==> src/rtl/cpu_phase_sequencer_pkg.sv <==
// Shared definitions for the CPU phase sequencer: phase encodings and the
// widths used by the sequencer and its MEM-phase wait timer.
package cpu_phase_sequencer_pkg;

  localparam int PHASE_W = 3;
  localparam int TMO_W   = 8;

  // Phase encodings as seen on the phase output.
  typedef enum logic [PHASE_W-1:0] {
    ST_IDLE    = 3'd0,
    ST_FETCH   = 3'd1,
    ST_DECODE  = 3'd2,
    ST_EXECUTE = 3'd3,
    ST_MEM     = 3'd4,
    ST_WB      = 3'd5,
    ST_HALT    = 3'd6,
    ST_BREAK   = 3'd7
  } seq_state_t;

endpackage

==> src/rtl/cpu_phase_sequencer_seq_wait_timer.sv <==
// MEM-phase wait timer: clear/enable counter that flags its terminal count.
// tc is high during the TERMINAL-th enabled cycle after a clear, so a caller
// that leaves the counted phase on tc spends exactly TERMINAL cycles in it.
module cpu_phase_sequencer_seq_wait_timer
  import cpu_phase_sequencer_pkg::*;
#(
  parameter int TERMINAL = 255
) (
  input  logic clk,
  input  logic rst,
  input  logic clr,
  input  logic en,
  output logic tc
);

  localparam logic [TMO_W-1:0] TC_VAL = TMO_W'(TERMINAL - 1);

  logic [TMO_W-1:0] count_reg;

  // Count enabled cycles; clear has priority so a completed access restarts at 0.
  always_ff @(posedge clk or negedge rst) begin
    if (!rst) begin
      count_reg <= '0;
    end else if (clr) begin
      count_reg <= '0;
    end else if (en) begin
      count_reg <= count_reg + 1'b1;
    end
  end

  assign tc = en && (count_reg == TC_VAL);

endmodule

==> src/rtl/cpu_phase_sequencer.sv <==
// Multi-phase execution sequencer for the single-cycle RISC-V datapath.
// Steps each instruction through FETCH/DECODE/EXECUTE/MEM/WB, stalls in MEM
// until mem_ready, supports free-run, single-step and halt.
// Optional breakpoint support is compiled in with `define SEQ_BREAKPOINT_EN.
module cpu_phase_sequencer
  import cpu_phase_sequencer_pkg::*;
#(
  parameter int TIMEOUT_CYCLES = 255,
  parameter int CNT_W          = 32
) (
  input  logic               clk,
  input  logic               rst,
`ifdef SEQ_BREAKPOINT_EN
  input  logic               bp_en,
  input  logic [31:0]        bp_addr,
  input  logic [31:0]        pc,
  output logic               bp_hit,
`endif
  input  logic               run_mode,
  input  logic               step_req,
  input  logic               halt_req,
  input  logic               mem_access,
  input  logic               mem_ready,
  output logic               if_en,
  output logic               pc_en,
  output logic               rf_we_en,
  output logic               mem_req,
  output logic [PHASE_W-1:0] phase,
  output logic               halted,
  output logic               timeout_err,
  output logic [CNT_W-1:0]   instr_count
);

  seq_state_t       state_reg;
  logic             timeout_err_reg;
  logic [CNT_W-1:0] instr_count_reg;
  logic             tmo_tc;
  seq_state_t       fetch_target;

  // The wait counter only runs in MEM and restarts whenever MEM completes or is left.
  cpu_phase_sequencer_seq_wait_timer #(
    .TERMINAL (TIMEOUT_CYCLES)
  ) u_wait_timer (
    .clk (clk),
    .rst (rst),
    .clr ((state_reg != ST_MEM) || mem_ready),
    .en  (state_reg == ST_MEM),
    .tc  (tmo_tc)
  );

`ifdef SEQ_BREAKPOINT_EN
  // A new fetch from IDLE or WB is diverted to BREAK when the PC matches.
  assign fetch_target = (bp_en && (pc == bp_addr)) ? ST_BREAK : ST_FETCH;
`else
  assign fetch_target = ST_FETCH;
`endif

  // Phase state machine plus the sticky timeout flag and the retire counter.
  always_ff @(posedge clk or negedge rst) begin
    if (!rst) begin
      state_reg       <= ST_IDLE;
      timeout_err_reg <= 1'b0;
      instr_count_reg <= '0;
    end else begin
      case (state_reg)
        ST_IDLE: begin
          if (run_mode || step_req) begin
            state_reg <= fetch_target;
          end
        end
        ST_FETCH: begin
          state_reg <= ST_DECODE;
        end
        ST_DECODE: begin
          state_reg <= halt_req ? ST_HALT : ST_EXECUTE;
        end
        ST_EXECUTE: begin
          state_reg <= mem_access ? ST_MEM : ST_WB;
        end
        ST_MEM: begin
          // A completion on the terminal cycle still counts as success.
          if (mem_ready) begin
            state_reg <= ST_WB;
          end else if (tmo_tc) begin
            timeout_err_reg <= 1'b1;
            state_reg       <= ST_HALT;
          end
        end
        ST_WB: begin
          instr_count_reg <= instr_count_reg + 1'b1;
          state_reg       <= run_mode ? fetch_target : ST_IDLE;
        end
        ST_HALT: begin
          state_reg <= ST_HALT;
        end
`ifdef SEQ_BREAKPOINT_EN
        ST_BREAK: begin
          // Stepping out of BREAK goes straight to FETCH, skipping the PC match.
          if (step_req) begin
            state_reg <= ST_FETCH;
          end
        end
`endif
        default: begin
          state_reg <= ST_IDLE;
        end
      endcase
    end
  end

  assign phase       = state_reg;
  assign if_en       = (state_reg == ST_FETCH);
  assign pc_en       = (state_reg == ST_WB);
  assign rf_we_en    = (state_reg == ST_WB);
  assign mem_req     = (state_reg == ST_MEM);
  assign halted      = (state_reg == ST_HALT);
  assign timeout_err = timeout_err_reg;
  assign instr_count = instr_count_reg;
`ifdef SEQ_BREAKPOINT_EN
  assign bp_hit      = (state_reg == ST_BREAK);
`endif

endmodule
==> config.mk <==
export PLATFORM = sky130hd
export DESIGN_NAME = cpu_phase_sequencer
export DESIGN_NICKNAME = d
export VERILOG_FILES = /design/src/rtl/cpu_phase_sequencer_pkg.sv /design/src/rtl/cpu_phase_sequencer_seq_wait_timer.sv /design/src/rtl/cpu_phase_sequencer.sv
export SDC_FILE = /design/constraint.sdc
export NUM_CORES = 1
export LEC_CHECK = 0
export CORE_MARGIN = 1
export CORE_UTILIZATION = 47
export CTS_BUF_LIST = sky130_fd_sc_hd__clkbuf_2
export CTS_CLUSTER_DIAMETER = 30
export CTS_CLUSTER_SIZE = 10
export DETAILED_ROUTE_END_ITERATION = 6
export HOLD_SLACK_MARGIN = 0.03
export PLACE_DENSITY_LB_ADDON = 0.15
export SETUP_SLACK_MARGIN = 0.05
export SLEW_MARGIN = 0
export SYNTH_ARGS = -nofsm -noshare
export SYNTH_HDL_FRONTEND = slang
export SYNTH_SLANG_ARGS = --single-unit
==> constraint.sdc <==
create_clock -name clk -period 1.65 [get_ports clk]
set_clock_uncertainty 0.15 [all_clocks]
set_input_delay 0.33 -clock clk [delete_from_list [all_inputs] [get_ports clk]]
set_output_delay 0.33 -clock clk [all_outputs]
set_load 0.01 [all_outputs]
==> flow_summary.toml <==
[worst_setup_path]
cp_top_family = "flip-flops"
start_kind = "flip-flop"
critPathBufInv = 3
end_kind = "primary output"
arrival_ps = 1440
cp_slowest_cell = "dfrtp_1"
worstPathRequired_ps = 1170
path_class = "flip-flop to primary output"
crit_chain = "buf_6 > buf_4 > nor2_2 > buf_2"
path_max_fanout = 3
max_stage_delay_ps = 480

[layout]
nFillCells = 237
multi_input_area_sq_um = 1050
drive_above_1_share_pct = 50.0
antenna_cells = 0
seqCellArea_sq_um = 1110
final_nets = 341
finalNonFillerCells = 382
syn_to_final_growth_pct = 64.5
largest_reg_flops = 32

[clocking]
clock_latency_ps = 440
clockRootBuffer = "clkbuf_2"
htree_num_levels = 2
numCtsBuffers = 5
clk_pin_slew_worst_paths_ps = 230
cts.sinks = 44
cts_tree = "yes"
clk_path_buf_depth = 2

[yosys]
syn_area_per_cell_sq_um = 10.8
ys_ff_latch = 44
syn-num-nets = 204
synth_area_sq_um = 2100
yosysWarnings = 0
yosysUniqueCellTypes = 30
synth_cells = 194
yosysSeqAreaShare_pct = 52.4

[die]
dieHeight_microns = 68.9
fp-row-count = 23
die-area_sq_um = 4740
initial_core_util_pct = 50.7
design.core.area_sq_um = 4140
die_w_microns = 68.9
ios = 48

[status]
violations = "negative setup slack"
outcome = "finished with violations"

[placement]
io_buffer_count = 47
place_congestion = 0.752
dp_hpwl_mm = 3.20
dp.cells = 310

[power]
pwr-share-seq_pct = 34.7
power_frac_comb_pct = 52.2
p_per_area_nw_per_um2 = 1060
power_frac_clock_pct = 13.1
intPower_w = 0.00238
power_switching_share_pct = 35.4
p_switching_w = 0.00130
p_total_w = 0.00368
vdd_drop_max_uv = 1140
p_leak_nw = 1.71

[timing]
layout_worst_path_cycle_share_pct = 116
worst_slack_ps = -266
rsz0062_at_grt = "true"
relSlewSlack_pct = 72.8
finalHoldViolCount = 0
period_needed_ps = 1920
finalSetupViolations = 31
worst_pin_slew_ps = 408
fmax_ghz = 0.522
drv_slew = 0
setup_tns_ps = -3370

[detailed_routing]
drc = 0
drtPass1Iterations = 4
vias = 2040
drt.antenna.violating_nets = 0
drt-total-wl_mm = 6.75
drt_iter0_drc = 149
routedWlPerCell_microns = 17.7
vias_per_cell = 5.34

[global_routing]
grt_overflow_total = 0
grt_pass1_vias = 1786
grt_pass1_wl_mm = 8.46
grt_start_max_net_pins = 29
grt_util_all_layers_pct = 25.2
antenna_found_initial = 0

[hold_path]
holdCritPathClass = "input pin to async pin"

[flow_run]
maxCapViolCount = 0
==> through the flow <==
| stage | util [%] | setup slack (ps) | area [sq um] | hold WS, ps |
|---|---|---|---|---|
| 3_5_place_dp | 68.4 | -152 | 2840 | 126 |
| 2_1_floorplan | - | 2.65 | 2130 | -116 |
| 6_report | 83.5 | -266 | 3460 | 150 |
| 3_3_place_gp | 68.4 | -117 | 2840 | 126 |
| 5_1_grt | 83.5 | -306 | 3460 | 160 |
| 4_1_cts | 78.6 | -178 | 3260 | 164 |
==> worst paths after layout <==
| kind | to | cells after the start | slack (ps) | from |
|---|---|---|---|---|
| max | halted | 4 | -270 | phase[0] |
| min | u_wait_timer.count_reg[4] | 2 | 150 | rst |
| max reg2reg | instr_count[14] | 6 | -150 | phase[1] |
| min reg2reg | instr_count[31] | 2 | 420 | instr_count[31] |
| max in group asynchronous | instr_count[12] | 3 | 700 | rst |
| min in group clk | instr_count[31] | 2 | 420 | instr_count[31] |
==> cells in the mapped netlist, drive strengths merged <==
cell type,count,share of area (%)
a21oi,3,0.71
xor2,9,3.8
nand3b,1,0.95
nor4,3,1.6
dfrtp,44,52
nand4b,2,0.83
and4,5,2.1
a31o,1,0.42
inv,7,1.3
xnor2,28,12
nor2,18,3.5
buf,6,2.1
o21ai,1,0.24
and2,1,0.30
ha,3,1.8
and3,5,1.5
nor3,6,1.4
a211oi,1,0.36
nand3,14,4.0
nand4,16,4.8
nand2,16,2.9
mux2i,1,0.48
nor2b,1,0.30
o22ai,1,0.30
o221ai,1,0.42
==> kinds of logic after synthesis <==
group,after synthesis,share of synthesized area (%)
and+or+nand+nor,88,24.1
DFF,44,52.4
xor gates and xnor gates,37,15.4
buffers and inverters,13,3.39
AOI/OAI and AO/OA,8,2.44
adders and majority gates,3,1.79
muxes,1,0.476
==> power groups by stage <==
stage	Sequential, W	Combinational (W)	Clock (W)
after floorplan	0.00131	0.000407	0
after global placement	0.00130	0.000978	0
after detailed placement	0.00130	0.000990	0
after CTS	0.00124	0.00137	0.000465
after global routing	0.00128	0.00200	0.000529
final	0.00128	0.00192	0.000483
==> cell type report <==
type / count / share of cell area [%]
timing repair buffer: 136 / 33.6
sequential: 44 / 32.1
multi-input combinational: 137 / 30.4
tap: 50 / 1.81
inverter: 7 / 0.904
clock buffer: 6 / 0.868
clock inverter: 2 / 0.326
==> routing by layer <==
layer	vias up	track usage, %	share of wire (%)
met3	15	4.11	5.4
met5	-	0	0
met4	0	10.7	2.0
met2	70	42.1	51
li1	948	-	-
met1	1007	32.1	42
==> cell usage in the layout, fill, tap and decap left out, types with 3 or more instances in the layout <==
master and count:
nand3_1 10, nor4_4 3, buf_4 62, nor3_1 3, nor2_4 3, clkdlybuf4s50_1 5
dfrtp_1 37, clkbuf_2 26, xor2_1 9, and4_1 4, ha_1 3, dfrtp_2 7
xnor2_1 28, nor2_1 14, nand3_2 3, nand4_1 16, buf_12 3, and3_1 5
inv_1 5, clkdlybuf4s15_1 5, buf_2 4, nand2_1 14, buf_6 36
==> timing repair <==
item / CTS / global route
buffers inserted: 44 / 20
cloned: 0 / 0
hold endpoints to repair: 44 / 0
endpoints found under the setup margin: 61 / 64
resized for setup: 134 / 65
pin swaps: 6 / 14
hold buffers: 1 / 0
==> worst reg2reg max path, delay by kind of cell (launching register included) <==
kind	cells	cell delay, ps
xor+xnor	1	200
flops	1	500
simple gates	3	580
buf+inv	2	310
Power figures use the tool's default switching activity.
